===== src/rtl/multicycle_ctrl.sv =====
// -----------------------------------------------------------------------------
// multicycle_ctrl
//
// Multi-cycle RV32I control sequencer. Walks each instruction through
// FETCH -> DECODE -> EXEC -> (MEM) -> (WB), stalls on the memory ready
// handshake, counts retired instructions and traps on illegal encodings.
//
// Optional feature: define MCC_MEM_TIMEOUT_EN to add a memory wait watchdog
// that traps with cause 10 after TIMEOUT consecutive cycles without mem_ready.
//
// Parameters
//   CNT_W        width of the retired-instruction counter
//   TIMEOUT      memory wait limit in cycles (1..65535)
// Ports
//   clk, rst     clock (rising edge), synchronous active-high reset
//   instr        instruction register contents (valid from DECODE onward)
//   mem_ready    memory completes the current access this cycle
//   branch_taken datapath branch comparator result (valid in EXEC)
//   ir_write, pc_write, pc_src, reg_write, mem_read, mem_write,
//   mem_addr_sel, alu_src_a, alu_src_b, imm_sel, alu_ctrl, wb_sel
//                datapath controls (combinational from state/instr/inputs)
//   state        current FSM state code
//   trap         high while in TRAP
//   trap_cause   01 illegal instruction, 10 memory timeout, 00 otherwise
//   instret      retired-instruction count, wraps modulo 2^CNT_W
// -----------------------------------------------------------------------------
module multicycle_ctrl #(
  parameter int CNT_W   = 32,
  parameter int TIMEOUT = 64
) (
  input  logic             clk,
  input  logic             rst,
  input  logic [31:0]      instr,
  input  logic             mem_ready,
  input  logic             branch_taken,
  output logic             ir_write,
  output logic             pc_write,
  output logic [1:0]       pc_src,
  output logic             reg_write,
  output logic             mem_read,
  output logic             mem_write,
  output logic             mem_addr_sel,
  output logic [1:0]       alu_src_a,
  output logic             alu_src_b,
  output logic [2:0]       imm_sel,
  output logic [3:0]       alu_ctrl,
  output logic [1:0]       wb_sel,
  output logic [2:0]       state,
  output logic             trap,
  output logic [1:0]       trap_cause,
  output logic [CNT_W-1:0] instret
);

  typedef enum logic [2:0] {
    S_FETCH = 3'd0, S_DECODE = 3'd1, S_EXEC = 3'd2,
    S_MEM   = 3'd3, S_WB     = 3'd4, S_TRAP = 3'd5
  } state_t;

  typedef enum logic [3:0] {
    ALU_ADD = 4'h0, ALU_SUB = 4'h1, ALU_AND = 4'h2, ALU_OR  = 4'h3,
    ALU_XOR = 4'h4, ALU_SLL = 4'h5, ALU_SRL = 4'h6, ALU_SRA = 4'h7,
    ALU_SLT = 4'h8, ALU_SLTU = 4'h9
  } alu_t;

  typedef enum logic [3:0] {
    C_R, C_OPIMM, C_LOAD, C_STORE, C_BRANCH, C_JAL, C_JALR, C_LUI, C_AUIPC, C_BAD
  } class_t;

  localparam logic [6:0] OP_R      = 7'b0110011;
  localparam logic [6:0] OP_IMM    = 7'b0010011;
  localparam logic [6:0] OP_LOAD   = 7'b0000011;
  localparam logic [6:0] OP_STORE  = 7'b0100011;
  localparam logic [6:0] OP_BRANCH = 7'b1100011;
  localparam logic [6:0] OP_JAL    = 7'b1101111;
  localparam logic [6:0] OP_JALR   = 7'b1100111;
  localparam logic [6:0] OP_LUI    = 7'b0110111;
  localparam logic [6:0] OP_AUIPC  = 7'b0010111;

  // funct3 to ALU op; alt selects SUB over ADD and SRA over SRL.
  function automatic alu_t alu_of(input logic [2:0] f3, input logic alt);
    case (f3)
      3'b000:  return alt ? ALU_SUB : ALU_ADD;
      3'b001:  return ALU_SLL;
      3'b010:  return ALU_SLT;
      3'b011:  return ALU_SLTU;
      3'b100:  return ALU_XOR;
      3'b101:  return alt ? ALU_SRA : ALU_SRL;
      3'b110:  return ALU_OR;
      default: return ALU_AND;
    endcase
  endfunction

  state_t           r_state;
  state_t           w_next;
  logic [CNT_W-1:0] r_instret;
  logic [1:0]       r_cause;
  logic [1:0]       w_cause;
  logic             w_retire;
  logic             w_timeout;

  logic [2:0]       w_f3;
  logic             w_f7b;
  class_t           w_class;
  logic             w_exec_bad;
  alu_t             w_alu;
  logic [1:0]       w_src_a;
  logic             w_src_b;
  logic [2:0]       w_imm;
  logic [1:0]       w_wb;
  logic             w_unused_bits;

  assign w_f3  = instr[14:12];
  assign w_f7b = instr[30];

  // Instruction classification and per-class datapath selects.
  // NOTE: every signal assigned in an always_comb gets a default first so no
  // path through the case statements can infer a latch.
  always_comb begin
    w_class    = C_BAD;
    w_exec_bad = 1'b0;
    w_alu      = ALU_ADD;
    w_src_a    = 2'b00;
    w_src_b    = 1'b0;
    w_imm      = 3'b000;
    w_wb       = 2'b00;
    case (instr[6:0])
      OP_R: begin
        w_class    = C_R;
        w_alu      = alu_of(w_f3, w_f7b);
        // funct7[5] is only meaningful for ADD/SUB and SRL/SRA.
        w_exec_bad = w_f7b && !(w_f3 == 3'b000 || w_f3 == 3'b101);
      end
      OP_IMM: begin
        w_class = C_OPIMM;
        w_src_b = 1'b1;
        w_alu   = alu_of(w_f3, (w_f3 == 3'b101) && w_f7b);
      end
      OP_LOAD: begin
        w_class = C_LOAD;
        w_src_b = 1'b1;
        w_wb    = 2'b01;
      end
      OP_STORE: begin
        w_class = C_STORE;
        w_src_b = 1'b1;
        w_imm   = 3'b001;
      end
      OP_BRANCH: begin
        w_class = C_BRANCH;
        w_imm   = 3'b010;
        case (w_f3[2:1])
          2'b00:   w_alu = ALU_SUB;
          2'b10:   w_alu = ALU_SLT;
          2'b11:   w_alu = ALU_SLTU;
          default: w_exec_bad = 1'b1;
        endcase
      end
      OP_JAL: begin
        w_class = C_JAL;
        w_imm   = 3'b100;
        w_wb    = 2'b10;
      end
      OP_JALR: begin
        w_class = C_JALR;
        w_src_b = 1'b1;
        w_wb    = 2'b10;
      end
      OP_LUI: begin
        w_class = C_LUI;
        w_imm   = 3'b011;
        w_wb    = 2'b11;
      end
      OP_AUIPC: begin
        w_class = C_AUIPC;
        w_src_a = 2'b01;
        w_src_b = 1'b1;
        w_imm   = 3'b011;
      end
      default: ;
    endcase
  end

  // Next state and control outputs.
  always_comb begin
    w_next       = r_state;
    w_cause      = 2'b00;
    w_retire     = 1'b0;
    ir_write     = 1'b0;
    pc_write     = 1'b0;
    pc_src       = 2'b00;
    reg_write    = 1'b0;
    mem_read     = 1'b0;
    mem_write    = 1'b0;
    mem_addr_sel = 1'b0;
    alu_src_a    = 2'b00;
    alu_src_b    = 1'b0;
    imm_sel      = 3'b000;
    alu_ctrl     = ALU_ADD;
    wb_sel       = 2'b00;
    trap         = 1'b0;
    trap_cause   = 2'b00;

    if (rst) begin
      w_next = S_FETCH;
    end else begin
      // Selects only matter once instr is valid and the datapath uses them.
      if (r_state == S_EXEC || r_state == S_MEM || r_state == S_WB) begin
        alu_src_a = w_src_a;
        alu_src_b = w_src_b;
        imm_sel   = w_imm;
        alu_ctrl  = w_alu;
        wb_sel    = w_wb;
      end
      case (r_state)
        S_FETCH: begin
          mem_read = 1'b1;
          if (mem_ready) begin
            ir_write = 1'b1;
            pc_write = 1'b1;
            w_next   = S_DECODE;
          end else if (w_timeout) begin
            w_next  = S_TRAP;
            w_cause = 2'b10;
          end
        end
        S_DECODE: begin
          if (w_class == C_BAD) begin
            w_next  = S_TRAP;
            w_cause = 2'b01;
          end else begin
            w_next = S_EXEC;
          end
        end
        S_EXEC: begin
          if (w_exec_bad) begin
            w_next  = S_TRAP;
            w_cause = 2'b01;
          end else begin
            case (w_class)
              C_LOAD, C_STORE: w_next = S_MEM;
              C_BRANCH: begin
                pc_write = branch_taken;
                pc_src   = branch_taken ? 2'b01 : 2'b00;
                w_next   = S_FETCH;
                w_retire = 1'b1;
              end
              C_JAL, C_JALR: begin
                reg_write = 1'b1;
                pc_write  = 1'b1;
                pc_src    = (w_class == C_JALR) ? 2'b10 : 2'b01;
                w_next    = S_FETCH;
                w_retire  = 1'b1;
              end
              default: w_next = S_WB;
            endcase
          end
        end
        S_MEM: begin
          mem_addr_sel = 1'b1;
          mem_write    = (w_class == C_STORE);
          mem_read     = (w_class != C_STORE);
          if (mem_ready) begin
            w_next   = (w_class == C_STORE) ? S_FETCH : S_WB;
            w_retire = (w_class == C_STORE);
          end else if (w_timeout) begin
            w_next  = S_TRAP;
            w_cause = 2'b10;
          end
        end
        S_WB: begin
          reg_write = 1'b1;
          w_next    = S_FETCH;
          w_retire  = 1'b1;
        end
        S_TRAP: begin
          trap       = 1'b1;
          trap_cause = r_cause;
        end
        default: w_next = S_FETCH;
      endcase
    end
  end

`ifdef MCC_MEM_TIMEOUT_EN
  localparam logic [15:0] TMO_LAST = 16'(TIMEOUT - 1);
  logic [15:0] r_wait;

  // Trap on the cycle that would bring the wait count up to TIMEOUT; a
  // mem_ready in that same cycle takes priority in the FSM.
  assign w_timeout     = (r_wait == TMO_LAST);
  assign w_unused_bits = ^{instr[31], instr[29:15], instr[11:7]};

  // Counts consecutive not-ready cycles; zero outside FETCH/MEM so each
  // entry into an access state starts from zero.
  always_ff @(posedge clk) begin
    if (rst) begin
      r_wait <= '0;
    end else if ((r_state == S_FETCH || r_state == S_MEM) && !mem_ready) begin
      r_wait <= r_wait + 16'd1;
    end else begin
      r_wait <= '0;
    end
  end
`else
  assign w_timeout     = 1'b0;
  assign w_unused_bits = ^{instr[31], instr[29:15], instr[11:7], 16'(TIMEOUT)};
`endif

  // NOTE: sequential state uses non-blocking assignments so every register
  // samples pre-edge values regardless of statement order.
  always_ff @(posedge clk) begin
    if (rst) begin
      r_state   <= S_FETCH;
      r_instret <= '0;
      r_cause   <= 2'b00;
    end else begin
      r_state <= w_next;
      if (w_retire) r_instret <= r_instret + CNT_W'(1);
      if (w_cause != 2'b00) r_cause <= w_cause;
    end
  end

  assign state   = r_state;
  assign instret = r_instret;

endmodule


===== config.mk =====
export PLATFORM = sky130hd
export DESIGN_NAME = multicycle_ctrl
export DESIGN_NICKNAME = d
export VERILOG_FILES = /design/src/rtl/multicycle_ctrl.sv
export SDC_FILE = /design/constraint.sdc
export NUM_CORES = 1
export LEC_CHECK = 0
export CAP_MARGIN = 10
export CORE_ASPECT_RATIO = 1.75
export CORE_MARGIN = 8
export CORE_UTILIZATION = 40
export DETAILED_ROUTE_END_ITERATION = 10
export HOLD_SLACK_MARGIN = 0.05
export PLACE_DENSITY = 0.77
export REMOVE_ABC_BUFFERS = 1
export SYNTH_ARGS = -nofsm -noshare
export SYNTH_HDL_FRONTEND = slang
export SYNTH_SLANG_ARGS = --single-unit

===== constraint.sdc =====
create_clock -name clk -period 4.83 [get_ports clk]
set_input_delay 0.483 -clock clk [delete_from_list [all_inputs] [get_ports clk]]
set_output_delay 0.483 -clock clk [all_outputs]
set_load 0.005 [all_outputs]

**Word level (Yosys, flattened, before mapping)**

Index checks and enable logic that the tools add are counted.

- Reductions and logical operators: 18
- Muxes and demuxes: 68
- Equality and inequality tests: 31
- Add/subtract/negate cells: 1
- Bitwise operators: 1

Operator list:

| cell | number |
|---|---|
| 4-bit one-hot mux with 7 select lines | 2 |
| 4-bit one-hot mux with 9 select lines | 1 |
| 32-bit by 1-bit adder with 32-bit output (second input constant) | 1 |
| 1-bit two-way mux | 32 |
| 4-bit one-hot mux with 3 select lines | 2 |
| 7-bit by 6-bit == test with 1-bit output (second input constant) | 3 |
| 7-bit == test (second input constant) | 3 |
| 3-bit two-way mux | 7 |
| 2-bit two-way mux | 10 |
| 3-bit == test (second input constant) | 5 |
| 3-bit one-hot mux with 5 select lines | 1 |
| 7-bit by 5-bit == test with 1-bit output (second input constant) | 2 |
| 3-bit by 2-bit == test with 1-bit output (second input constant) | 4 |
| 4-bit by 3-bit == test with 1-bit output (second input constant) | 3 |
| 1-bit one-hot mux with 2 select lines | 6 |
| 3-bit one-hot mux with 4 select lines | 1 |
| 4-bit by 2-bit == test with 1-bit output (second input constant) | 2 |
| 4-bit two-way mux | 2 |
| 2-bit OR reduction | 4 |
| 7-bit by 2-bit == test with 1-bit output (second input constant) | 1 |
| 3-bit by 1-bit == test with 1-bit output (second input constant) | 2 |
| 3-bit logical NOT | 2 |
| 2-bit one-hot mux with 3 select lines | 1 |
| 3-bit one-hot mux with 2 select lines | 1 |
| 15 further kinds | 21 |

- Bits in registers: 37
- Input bits: 36

**Depth between registers and ports, before layout**

- Word-level depth: 9
- Mapped depth: 9

**Least setup slack after synthesis**

Ideal clock, no wire load.

- Kind: input port to output port
- Start: input port instr[4]
- End: output port pc_write
- Path slack: 2.227 ns
- Required time: 4.347 ns
- Arrival time: 2.120 ns
- Stages: 6
- Path buffers: 1
- Cells stage by stage: buf_6 or2_2 a2111oi_0 nor2_1 a211o_1 a2111oi_0

- Word-level cells in the longest chain between the ends: 8

RTL lines:

| item | line | source |
|---|---|---|
| from (decl) | 33 | `input logic [31:0] instr,` |
| 7-bit by 5-bit == test with 1-bit output (tied with other cells) | 126 | `case (instr[6:0])` |
| 4-bit one-hot mux with 9 select lines | 126 |  |
| 4-bit by 3-bit == test with 1-bit output | 239 | `case (w_class)` |
| 2-bit OR reduction | 239 |  |
| 1-bit one-hot mux with 2 select lines | 239 |  |
| 1-bit two-way mux (*) | 235 | `if (w_exec_bad) begin` |
| 1-bit one-hot mux with 2 select lines (*) | 214 | `case (r_state)` |
| 1-bit two-way mux (*) | 203 | `if (rst) begin` |
| to (decl) | 37 | `output logic pc_write,` |

Every way passes the cells marked *; elsewhere a longest branch is shown, timed or not.

**Worst setup path after layout**

- Start: input port instr[6]
- End: output port pc_write

The elaborated chain is that of the path after synthesis.

==> impl_metrics.json <==
{
  "ys.warnings.count": 0,
  "first_global_vias": 2623,
  "fp-row-count": 38,
  "min_period_over_period_pct": 83.6,
  "numClockSinks": 36,
  "core_area_um2": 6180,
  "vdd_drop_max_mv": 0.0865,
  "cp_data_required_time_ps": 4350,
  "syn-cell-area_um2": 2550,
  "clock-root-buffer": "clkbuf_8",
  "postCtsSetupBuffers": 0,
  "swShare_pct": 25.0,
  "clk_pin_slew_worst_paths_ps": 70,
  "relSlewSlack_pct": 49.3,
  "postLayoutCoreUtil_pct": 54.4,
  "area_growth_pct": 31.7,
  "wl_per_cell_um": 15.8,
  "avgSynthCellArea_um2": 7.81,
  "cp_max_fo": 14,
  "use_met1_pct": 14.8,
  "mostFrequentLayoutCell": "clkdlybuf4s50_1",
  "diodes": 0,
  "fin_hold_ws_ps": 490,
  "top_usage_layer": "met2",
  "dieArea_um2": 9290,
  "initial_core_util_pct": 41.3,
  "insertion_delay_ps": 290,
  "viasPerCell": 5.79,
  "synthFlopType": "dfxtp_1",
  "met2_usage_pct": 29.7,
  "layout.cells.most_common_list": "clkdlybuf4s50_1 (70), dfxtp_1 (36), a21oi_1 (28), nor2_1 (28), nand2_1 (24)",
  "end_kind": "output port",
  "drtIter0Drc": 152,
  "cts_resized": 0,
  "track_usage_pct": 15.4,
  "hold_viol_final": 0,
  "vias": 2694,
  "clk_path_buf_depth": 2,
  "ys_types": 58,
  "io_pins": 94,
  "drc": 0,
  "max_cap_violations": 0,
  "cellPowerDensity_nw_per_um2": 184,
  "final_layout_size_suffix_gt1_share_pct": 6.49,
  "synth-async-reset-ratio_pct": 0,
  "use_met3_pct": 4.13,
  "cts_buffers": 5,
  "drtPass1Iterations": 4,
  "ys_seq_area_share_pct": 28.2,
  "grt_pass1_wl_um": 12200,
  "fin_tns_setup_ps": 0,
  "power_frac_comb_pct": 13.7,
  "globalplace.congestion": 0.984,
  "fin_skew_ps": 3.97,
  "nNetsFinal": 426,
  "rrSetupSlack_ps": 2060,
  "portBuffers": 70,
  "cts_hold_buf": 0,
  "worst_ep_arrival_time_ps": 3560,
  "internal-power_mw": 0.464,
  "htree_levels": 2,
  "die_h_um": 122,
  "synth-seq-cells": 36,
  "p_leak_nw": 1.10,
  "dpl.hpwl_um": 5720,
  "period_needed_ps": 4040,
  "outcome": "finished clean",
  "die_w_um": 76.4,
  "max_freq_ghz": 0.248,
  "wirelength_um": 7340,
  "finalSetupViolations": 0,
  "grt-ovfl-total": 0,
  "r2r_cells": 8,
  "antenna_found_initial": 0,
  "grt_max_degree": 42,
  "slew_violations": 0,
  "tightest_slew_ps": 760,
  "hold_path_depth": 2,
  "ant_nets": 0,
  "p_sw_mw": 0.155,
  "clkPwrFrac_pct": 36.9,
  "cp-start-kind": "input port",
  "hold_class": "reg -> reg",
  "power.share.sequential_pct": 49.4,
  "crit_type": "in -> out",
  "syn_inst": 327,
  "synth_enable_flop_cells": 0,
  "cts_tree": "yes",
  "grt_setup_unrepaired": "false"
}
-- final cells by class --
class	instances	area, um^2
well taps	80	100
clock buffers	7	96.3
multi-input cells	258	1670
fillers	603	2820
repair buffers	75	738
inverters	9	33.8
flip-flops and latches	36	721
-- final timing paths --
check,start,end
setup reg to reg,state[1],instret[30]
setup / recovery,instr[6],pc_write
hold reg to reg,r_cause[0],r_cause[0]
hold / removal,r_cause[0],r_cause[0]
-- synthesized netlist by cell type, types with 4 or more instances --
master / number / area share (%)
nor3_1: 14 / 2.7
or4_1: 9 / 2.6
buf_2: 5 / 0.98
nand2_1: 24 / 3.5
buf_4: 4 / 1.2
nand3_1: 14 / 2.7
nor2b_1: 8 / 2.0
nor4_1: 6 / 1.5
and2_1: 5 / 1.2
xor2_1: 9 / 3.1
or3_1: 9 / 2.2
and3_1: 7 / 1.7
clkbuf_1: 14 / 2.1
ha_1: 5 / 2.5
nand2b_1: 6 / 1.5
inv_1: 9 / 1.3
nand4_1: 7 / 1.7
nor2_1: 28 / 4.1
a21oi_1: 28 / 5.5
o21ai_0: 13 / 2.5
dfxtp_1: 36 / 28
o31ai_1: 7 / 2.1
-- per-layer routing --
layer / vias up / wire, um / part of all wire (%)
li1: 1328 / - / -
met1: 1244 / 2760 / 38
met2: 105 / 3920 / 53
met3: 17 / 473 / 6.4
met4: 0 / 180 / 2.5
met5: - / 0 / 0
-- power by group through the flow --
stage | Sequential [mW] | Combinational, mW | Clock, mW
after global placement | 0.312 | 0.0829 | 0
after global routing | 0.306 | 0.0926 | 0.247
final | 0.306 | 0.0847 | 0.228
after CTS | 0.305 | 0.0841 | 0.234
after floorplan | 0.311 | 0.0376 | 0
after detailed placement | 0.312 | 0.0836 | 0
-- flip-flops by register name, summed over array words and instances, names as in the netlist --
register / flops
state: 3
instret: 32
r_cause: 1
-- worst max-delay path: stages --
cell and delay [ps]:
clkdlybuf4s50_1 640, nor2b_1 570, nand2_1 190, o22ai_1 240
nor2_1 100, a211o_1 290, a2111oi_0 450, clkdlybuf4s50_1 600
-- metrics by stage --
stage	cell area [um^2]	setup slack, ps	power [mW]	instances
finish	3360	791	0.618	465
global route	3360	635	0.645	465
global placement	3260	874	0.395	458
CTS	3360	847	0.623	465
detailed placement	3260	880	0.396	458
floorplan	2430	1580	0.348	303
-- logic make-up (layout without fill, tap and decap cells) --
kind of cell | after synthesis | count (layout) | synth area share [%]
muxes | 5 | 5 | 2.06
DFF | 36 | 36 | 28.2
other | 1 | 2 | 0.147
AOI/OAI and AO/OA | 85 | 85 | 24.6
buffers and inverters | 34 | 91 | 6.42
adders and majority gates | 5 | 5 | 2.45
and+or+nand+nor | 150 | 150 | 32.3
xor gates and xnor gates | 11 | 11 | 3.77
No activity file was read; power rests on OpenSTA's default activity.
